`config.mk`:
```
export PLATFORM = sky130hd
export DESIGN_NAME = frame_update_sched
export DESIGN_NICKNAME = d
export VERILOG_FILES = /design/src/rtl/vga_tag_pkg.sv /design/src/rtl/rr_arbiter_2.sv /design/src/rtl/frame_update_sched.sv
export SDC_FILE = /design/constraint.sdc
export NUM_CORES = 1
export LEC_CHECK = 0
export ABC_AREA = 1
export BUFFER_PORTS_ARGS = -buffer_cell sky130_fd_sc_hd__buf_4
export CAP_MARGIN = 0
export CORE_ASPECT_RATIO = 0.6
export CORE_UTILIZATION = 45
export DETAILED_ROUTE_END_ITERATION = 7
export GPL_ROUTABILITY_DRIVEN = 0
export GPL_TIMING_DRIVEN = 0
export PLACE_DENSITY_LB_ADDON = 0.2
export SYNTH_ARGS = -nofsm -noshare
export SYNTH_HDL_FRONTEND = slang
export SYNTH_HIERARCHICAL = 1
export SYNTH_SLANG_ARGS = --single-unit
```
`constraint.sdc`:
```
create_clock -name clk -period 2.2 [get_ports clk]
set_input_delay 0.11 -clock clk [delete_from_list [all_inputs] [get_ports clk]]
set_output_delay 0.11 -clock clk [all_outputs]
set_load 0.01 [all_outputs]
```
`src/rtl/vga_tag_pkg.sv`:
```
// vga_tag_pkg
// Shared video-timing defaults and the scheduler state type used by
// frame_update_sched and its testbench.
//   H_TOTAL_DEF  : pixel clocks per line
//   V_TOTAL_DEF  : lines per frame
//   V_ACTIVE_DEF : visible lines; lines V_ACTIVE..V_TOTAL-1 form the blanking window
package vga_tag_pkg;

    localparam int unsigned H_TOTAL_DEF  = 800;
    localparam int unsigned V_TOTAL_DEF  = 525;
    localparam int unsigned V_ACTIVE_DEF = 480;

    typedef enum logic [1:0] {
        S_IDLE  = 2'd0,
        S_ARB   = 2'd1,
        S_GRANT = 2'd2,
        S_DRAIN = 2'd3
    } sched_state_e;

endpackage

```
`src/rtl/rr_arbiter_2.sv`:
```
// rr_arbiter_2
// Two-way round-robin selector with a persistent priority pointer.
// The pointer names the player favoured on a tie and flips to the other
// player whenever a grant is issued, so the player not served last wins.
// Ports:
//   clk, rst_n  : clock, asynchronous active-low reset (pointer -> player 0)
//   pending_i   : outstanding requests, bit0 = player 0
//   update_i    : a grant is being issued this cycle; advance the pointer
//   sel_o       : one-hot-or-zero selection from pending_i
module rr_arbiter_2 (
    input  logic       clk,
    input  logic       rst_n,
    input  logic [1:0] pending_i,
    input  logic       update_i,
    output logic [1:0] sel_o
);

    logic ptr_q;
    logic ptr_d;

    always_comb begin
        sel_o = 2'b00;
        case (pending_i)
            2'b01:   sel_o = 2'b01;
            2'b10:   sel_o = 2'b10;
            2'b11:   sel_o = ptr_q ? 2'b10 : 2'b01;
            default: sel_o = 2'b00;
        endcase
    end

    // Serving player 0 favours player 1 next time, and vice versa.
    always_comb begin
        ptr_d = ptr_q;
        if (update_i && (sel_o != 2'b00)) begin
            ptr_d = sel_o[0];
        end
    end

    always_ff @(posedge clk or negedge rst_n) begin
        if (!rst_n) begin
            ptr_q <= 1'b0;
        end else begin
            ptr_q <= ptr_d;
        end
    end

endmodule

```
`src/rtl/frame_update_sched.sv`:
```
// frame_update_sched
// Grants two players exclusive, one-at-a-time access to shared position
// registers during the vertical blanking window, at most once per frame.
// Ports:
//   clk, rst_n   : pixel clock, asynchronous active-low reset
//   h_count      : horizontal pixel counter 0..H_TOTAL-1
//   v_count      : vertical line counter 0..V_TOTAL-1
//   req          : per-player update request (level), sampled at window open
//   done         : per-player completion strobe, honoured only for the granted player
//   clr_overrun  : clears the sticky overrun flag
//   grant        : one-hot-or-zero grant
//   frame_tick   : one-clock pulse the clock after window open
//   busy         : scheduler is outside IDLE
//   overrun      : sticky; work left unfinished at window close or grant timeout
// Build option: FRAME_SCHED_TIMEOUT_EN adds a grant timeout of TIMEOUT clocks.
//
// state   | meaning
// --------+--------------------------------------------------------------
// IDLE    | outside the window or waiting for the next window open
// ARB     | pick the next pending player, or drain if nothing pending
// GRANT   | one player holds grant until done (or timeout)
// DRAIN   | all pending work finished; wait for window close
module frame_update_sched
    import vga_tag_pkg::*;
#(
    parameter int unsigned H_TOTAL  = H_TOTAL_DEF,
    parameter int unsigned V_TOTAL  = V_TOTAL_DEF,
    parameter int unsigned V_ACTIVE = V_ACTIVE_DEF,
    parameter int unsigned TIMEOUT  = 1024
) (
    input  logic        clk,
    input  logic        rst_n,
    input  logic [15:0] h_count,
    input  logic [15:0] v_count,
    input  logic [1:0]  req,
    input  logic [1:0]  done,
    input  logic        clr_overrun,
    output logic [1:0]  grant,
    output logic        frame_tick,
    output logic        busy,
    output logic        overrun
);

    localparam logic [15:0] H_LAST  = 16'(H_TOTAL - 1);
    localparam logic [15:0] V_LAST  = 16'(V_TOTAL - 1);
    localparam logic [15:0] V_OPEN  = 16'(V_ACTIVE);

    sched_state_e state_q, state_d;
    logic [1:0]   pending_q, pending_d;
    logic [1:0]   grant_q, grant_d;
    logic         tick_q;
    logic         overrun_q, overrun_d;

    logic         win_open, win_close;
    logic         done_hit, tmo_hit;
    logic [1:0]   pending_left;
    logic [1:0]   arb_sel;
    logic         arb_upd;
    logic         ovr_set;

    assign win_open  = (h_count == 16'd0)  && (v_count == V_OPEN);
    assign win_close = (h_count == H_LAST) && (v_count == V_LAST);

    assign done_hit = (state_q == S_GRANT) && ((done & grant_q) != 2'b00);

    // Pending set once the current grant has ended, whether by done or by timeout.
    assign pending_left = (done_hit || tmo_hit) ? (pending_q & ~grant_q) : pending_q;

`ifdef FRAME_SCHED_TIMEOUT_EN
    localparam int unsigned TMO_W = $clog2(TIMEOUT + 1);

    logic [TMO_W-1:0] tmo_q, tmo_d;

    // Preloaded outside GRANT so the first GRANT clock already holds TIMEOUT-1;
    // reaching zero therefore marks the TIMEOUT-th granted clock.
    always_comb begin
        tmo_d = TMO_W'(TIMEOUT - 1);
        if (state_q == S_GRANT) begin
            tmo_d = (tmo_q != '0) ? (tmo_q - 1'b1) : tmo_q;
        end
    end

    assign tmo_hit = (state_q == S_GRANT) && (tmo_q == '0) && !done_hit;

    always_ff @(posedge clk or negedge rst_n) begin
        if (!rst_n) begin
            tmo_q <= '0;
        end else begin
            tmo_q <= tmo_d;
        end
    end
`else
    assign tmo_hit = 1'b0;
`endif

    rr_arbiter_2 u_arb (
        .clk       (clk),
        .rst_n     (rst_n),
        .pending_i (pending_q),
        .update_i  (arb_upd),
        .sel_o     (arb_sel)
    );

    always_comb begin
        state_d   = state_q;
        pending_d = pending_q;
        grant_d   = grant_q;
        arb_upd   = 1'b0;
        ovr_set   = 1'b0;

        case (state_q)
            S_IDLE: begin
                if (win_open) begin
                    state_d   = S_ARB;
                    pending_d = req;
                end
            end
            S_ARB: begin
                if (pending_q == 2'b00) begin
                    state_d = S_DRAIN;
                end else begin
                    grant_d = arb_sel;
                    arb_upd = 1'b1;
                    state_d = S_GRANT;
                end
            end
            S_GRANT: begin
                if (done_hit || tmo_hit) begin
                    grant_d   = 2'b00;
                    pending_d = pending_left;
                    ovr_set   = tmo_hit;
                    state_d   = S_ARB;
                end
            end
            S_DRAIN: begin
            end
            default: state_d = S_IDLE;
        endcase

        // Window close wins over everything; a done arriving on this same
        // cycle still retires its player and does not count as overrun.
        if (win_close) begin
            state_d   = S_IDLE;
            grant_d   = 2'b00;
            pending_d = 2'b00;
            arb_upd   = 1'b0;
            ovr_set   = tmo_hit || (pending_left != 2'b00);
        end
    end

    always_comb begin
        overrun_d = overrun_q;
        if (ovr_set) begin
            overrun_d = 1'b1;
        end else if (clr_overrun) begin
            overrun_d = 1'b0;
        end
    end

    always_ff @(posedge clk or negedge rst_n) begin
        if (!rst_n) begin
            state_q   <= S_IDLE;
            pending_q <= 2'b00;
            grant_q   <= 2'b00;
            tick_q    <= 1'b0;
            overrun_q <= 1'b0;
        end else begin
            state_q   <= state_d;
            pending_q <= pending_d;
            grant_q   <= grant_d;
            tick_q    <= win_open;
            overrun_q <= overrun_d;
        end
    end

    assign grant      = grant_q;
    assign frame_tick = tick_q;
    assign busy       = (state_q != S_IDLE);
    assign overrun    = overrun_q;

endmodule

```
==> impl_metrics.tcl, run 1 <==
set metrics [dict create \
    status "finished, final reports clean" \
    dieArea_um2 2370 \
    grt_use_met1_pct 31.2 \
    drive_gt1_share_pct 26.3 \
    slew-limit-headroom_pct 78.9 \
    drt-pass1-iter-count 4 \
    cts_tree "yes" \
    final-hold-violation-count 0 \
    port_buffers 43 \
    synthArstFlopShare_pct 100 \
    cp_max_fo 4 \
    grt_pass1_wl_mm 4.47 \
    wirelength_mm 2.69 \
    wire_per_inst_um 10.5 \
    yosysUniqueCellTypes 18 \
    grt-ovfl-total 0 \
    switching_share_pct 45.8 \
    synth_edf_count 0 \
    hold_end "overrun" \
    crit_path_end_kind "register" \
    ant_nets 0 \
    worst_ep_arrival_time_ns 1.48 \
    hold_start "clr_overrun" \
    p_per_area_nw_per_um2 700 \
    grt_max_degree 10 \
    synth_flop_cell "dfrtp_1" \
    busiest_layer "met2" \
    avgViaCountPerCell 4.70 \
    clk_latency_ns 0.27 \
    cp_slowest_cell "dfrtp_1" \
    setup_viol_count_final 0 \
    synth.largest_area_cell "nand2_1" \
    multi_input_area_um2 619 \
    fin_crit_ns 1.33 \
    syn_inst 180 \
    clockRootBuffer "clkbuf_4" \
    dp_hpwl_mm 2.27 \
    antenna_found_initial 0 \
    nNetsFinal 268 \
    max_freq_ghz 0.754 \
    critPathRequiredTime_ns 2.35 \
    tightest_slew_ns 0.314 \
    grt_pass1_vias 1056 \
    worst-setup-path-type "register to register" \
    postCtsSetupRepairBufs 0 \
    reg2reg_depth 7 \
    cp-start-kind "register" \
    p_comb_share_pct 54.3 \
    rrSetupSlack_ns 0.87 \
    cp_num_buf_inv 1 \
    seqCellArea_um2 225 \
    htree_levels 1 \
    synth.most_common_cell "nand2_1" \
    ys.warnings.count 6 \
    vias 1204 \
    final_core_util_pct 70.4 \
    power.switching_mw 0.441 \
    synthTopCellsByArea "nand2_1 (26%), dfrtp_1 (23%), inv_1 (14%)" \
    power.share.sequential_pct 31.8 \
    yosysTopAreaCellShare_pct 25.7 \
    hold_path_class "input pin to register" \
    final.setup.tns_ns 0 \
    diodes 0 \
    start_util_pct 50.2 \
    met3_usage_pct 5.65 \
    leakagePower_nw 0.789 \
    path_cells "inv_1, nor2_1, o21ai_0, nor2_1, nand2_1, nand2_1, nand2_1" \
    holdPathStages 2 \
    drc 0 \
    die_w_um 62.2 \
    hold_slack_ns 0.0277 \
    crit_top_cell "nand2_1" \
    ir_drop_mv 0.396 \
    numCtsBuffers 3 \
    cts.path.max_buffers 2 \
    track_usage_pct 25.2 \
    synth_commonest_cells "nand2_1 (67), inv_1 (36), nor2_1 (35), dfrtp_1 (9), nand4_1 (8)" \
    die-height_um 38.1 \
    synth_nets 219 \
    max_stage_delay_ns 0.49 \
    synth-seq-cells 9 \
    r2r_end "u_arb/ptr_q" \
    r2r-start "state_q[0]" \
    fin_skew_ns 0.00829 \
    ys_seq_area_share_pct 23.0 \
    core_area_um2 1950 \
    intPower_mw 0.522 \
    rsz0062_at_grt "no" \
    nFillCells 189 \
    slew_violations 0 \
    cts.sinks 9 \
    io_pins 44 \
    syn_avg_cell_area_um2 5.44 \
    period_share_pct 60.3 \
    rows 12 \
    path_delay_family "simple AND/OR/NAND/NOR gates" \
    clkPwrFrac_pct 13.9 \
    clkTransAtPathRegs_ns 0.07 \
    syn_area_um2 980 \
    max_cap_violations 0 \
    use_met2_pct 46.4 \
    first_iter_violations 43 \
    syn2layout_area_growth_pct 40.2 \
]
[how the worst max path moves through the flow]
stage | from | endpoint | slack (ns) | cells after the start
6_report | state_q[0] | u_arb/ptr_q | 0.87 | 7
5_1_grt | state_q[0] | u_arb/ptr_q | 0.73 | 7
4_1_cts | state_q[0] | u_arb/ptr_q | 0.87 | 7
3_5_place_dp | state_q[0] | u_arb/ptr_q | 0.89 | 7
3_3_place_gp | state_q[0] | u_arb/ptr_q | 0.93 | 7
2_1_floorplan | state_q[1] | pending_q[0] | 1.03 | 7
[metal layers]
metal	routed length, um	part of all wire (%)
met5	0	0
met4	23	0.86
met3	219	8.2
met2	1230	46
met1	1210	45
[state kept, by name, summed over array words and instances (netlist names)]
signal and cells:
frame_tick 1, grant 2, overrun 1, pending_q 2
state_q 2, u_arb/ptr_q 1
[power by group through the flow]
stage	Clock (mW)	Combinational [mW]	Sequential, mW
after detailed placement	0	0.514	0.307
after floorplan	0	0.354	0.294
after CTS	0.136	0.524	0.304
final	0.134	0.522	0.306
after global placement	0	0.498	0.301
after global routing	0.147	0.592	0.314
[metrics by stage]
| stage | area (um^2) | instances | power (mW) | worst slack [ns] |
|---|---|---|---|---|
| CTS | 1370 | 256 | 0.964 | 0.871 |
| global placement | 1340 | 251 | 0.799 | 0.933 |
| floorplan | 980 | 180 | 0.648 | 1.03 |
| finish | 1370 | 256 | 0.962 | 0.874 |
| global route | 1370 | 256 | 1.05 | 0.733 |
| detailed placement | 1340 | 251 | 0.821 | 0.894 |
[layout by cell type, fill, tap and decap left out, types with 3 or more instances in the layout]
| master | count |
|---|---|
| buf_4 | 43 |
| clkbuf_4 | 3 |
| inv_1 | 36 |
| nand2_1 | 67 |
| nor2_2 | 7 |
| nand3_1 | 5 |
| dfrtp_1 | 9 |
| nor2_1 | 35 |
| nand4_1 | 8 |
[logic make-up (layout without fill, tap and decap cells)]
group                  Yosys count  after routing  synth area share (%)
AO/OA/AOI/OAI                    4              4                  2.55
buffers and inverters           36             84                  13.8
flip-flops                       9              9                  23.0
AND/OR/NAND/NOR                131            131                  60.7
[timing repair]
action,in CTS,in global routing
gates resized for setup,0,0
endpoints found under the hold margin,9,0
hold buffers,1,0
[final cells by class]
type	count	share of cell area (%)
Tap cell	28	2.55
Inverter	36	9.84
Multi-Input combinational cell	135	45.1
Sequential cell	9	16.4
Timing Repair Buffer	44	24.2
Clock buffer	4	1.91
[worst register-to-register path, cell delays in order, from the launching register on]
cell,delay [ns]
dfrtp_1,0.49
inv_1,0.07
nor2_1,0.14
o21ai_0,0.17
nor2_1,0.18
nand2_1,0.07
nand2_1,0.06
nand2_1,0.05
No activity file was read; power rests on OpenSTA's default activity.
==> inputs of run 2 (changes only) <==
- CORE_UTILIZATION: 45 -> 42
- clock period: 2.2 -> 1.2 ns (I/O delays scaled with it)
==> impl_metrics.tcl, run 2 (synthesis gave the netlist of run 1 again) <==
set metrics [dict create \
    status "finished with violations" \
    violations "negative setup slack" \
    drive_gt1_share_pct 33.3 \
    tightest_slew_ns 0.356 \
    final.setup.tns_ns -0.201 \
    port_buffers 43 \
    worst_slack_ns -0.0524 \
    hold_slack_ns 0.0158 \
    fin_crit_ns 1.25 \
    worst-setup-path-type "register to register" \
    vias 1238 \
    grt_pass1_vias 1091 \
    leakagePower_nw 0.829 \
    wire_per_inst_um 11.2 \
    dp.cells 253 \
    numCtsBuffers 3 \
    antenna_found_initial 0 \
    crit_top_cell "nand2_1" \
    crit_path_end_kind "register" \
    track_usage_pct 23.2 \
    cp_slowest_cell "dfrtp_2" \
    cts.sinks 9 \
    grt_pass1_wl_mm 4.37 \
    dpl_cell_area_um2 1340 \
    rows 13 \
    start_util_pct 44.9 \
    first_iter_violations 54 \
    die-height_um 39.4 \
    clk_latency_ns 0.24 \
    final-hold-violation-count 0 \
    worst_ep_arrival_time_ns 1.37 \
    grt-ovfl-total 0 \
    dp_hpwl_mm 2.23 \
    cts_tree "yes" \
    p_per_area_nw_per_um2 1480 \
    wirelength_mm 2.97 \
    rsz0062_at_grt "yes" \
    io_pins 44 \
    fin_skew_ns 0.00353 \
    slew-limit-headroom_pct 76.0 \
    final_cell_mix "nand2_1 (64), buf_4 (48), inv_1 (35)" \
    avgViaCountPerCell 4.69 \
    final_cells 264 \
    clkTransAtPathRegs_ns 0.05 \
    grt_max_degree 10 \
    cts.path.max_buffers 2 \
    dieArea_um2 2540 \
    max_cap_violations 0 \
    final_area_um2 1480 \
    path_cells "nor2_8, nand3_2, nand2_2, nand2_1, nand2_1, nor2_1, nand4_1, nand2_1" \
    cp-start-kind "register" \
    nFillCells 194 \
    drc 0 \
    diodes 0 \
    max_stage_delay_ns 0.48 \
    ant_nets 0 \
    hold_path_class "input pin to register" \
    syn2layout_area_growth_pct 50.8 \
    preCtsSetupSlack_ns -0.0788 \
    critPathRequiredTime_ns 1.32 \
    die_w_um 64.4 \
    clockRootBuffer "clkbuf_8" \
    htree_levels 1 \
    layout_commonest_cell "nand2_1" \
    setup_viol_count_final 6 \
    max_freq_ghz 0.798 \
    ir_drop_mv 0.942 \
    drt-pass1-iter-count 4 \
    period_share_pct 104 \
    slew_violations 0 \
    nNetsFinal 274 \
    cp_max_fo 5 \
    core_area_um2 2180 \
]
## run 2: cell types whose count changed in the layout (fill, tap and decap cells not counted), moves of 2 or more
cell,before,now
clkbuf_8,0,3
nor2_2,7,9
nand3_2,1,4
nand2_2,0,3
nand2_1,67,64
clkbuf_4,3,0
buf_4,43,48
nor2_1,35,33
nand3_1,5,2
## run 2: layout make-up
type                       count  area (um^2)  share of cell area, %
clock buffer                   3         41.3                   2.79
sequential                     9          226                   15.3
inverter                      36          135                   9.14
clock inverter                 1         5.00                  0.339
multi-input combinational    136          662                   44.8
timing repair buffer          49          370                   25.1
tap                           30         37.5                   2.54
## run 2: through the flow
| stage | power, mW | util, % |
|---|---|---|
| global route | 2.33 | 67.8 |
| detailed placement | 1.52 | 61.5 |
| CTS | 1.96 | 64.8 |
| finish | 2.18 | 67.8 |
| floorplan | 1.19 | - |
| global placement | 1.47 | 61.5 |
## run 2: per-layer routing
layer  up-vias  GRT usage [%]  part of all wire (%)
li1        651              -                     -
met1       523           27.1                    43
met2        56           43.7                    47
met3         8           6.69                   7.7
met4         0           3.89                   2.2
met5         -              0                     0
## run 2: power breakdown
part	total (mW)	switching, mW	internal [mW]	leakage (nW)
Combinational	1.22	0.678	0.542	0.690
Sequential	0.600	0.180	0.420	0.114
Clock	0.363	0.136	0.228	0.0255
## run 2: critical path, delay by kind of cell (launching register included)
kind          cells  cell delay, ns
simple gates      8            0.64
flops             1            0.48
## run 2: path summary, 6_finish.rpt
path,start,endpoint,slack (ns),depth (start not counted)
setup / recovery,state_q[0],pending_q[0],-0.05,8
hold / removal,clr_overrun,overrun,0.02,2
setup reg to reg,state_q[0],pending_q[0],-0.05,8
hold reg to reg,u_arb/ptr_q,u_arb/ptr_q,0.52,2
max in group asynchronous,rst_n,state_q[0],0.84,2
min in group asynchronous,rst_n,overrun,0.20,2
## run 2: repair_timing
| item | in CTS | in global routing |
|---|---|---|
| hold buffers | 1 | 0 |
| pin swaps | 4 | 5 |
| resized for setup | 3 | 9 |
| gates cloned | 0 | 1 |
| endpoints found under the hold margin | 9 | 0 |
| setup endpoints to repair | 5 | 8 |
| buffers inserted | 2 | 3 |
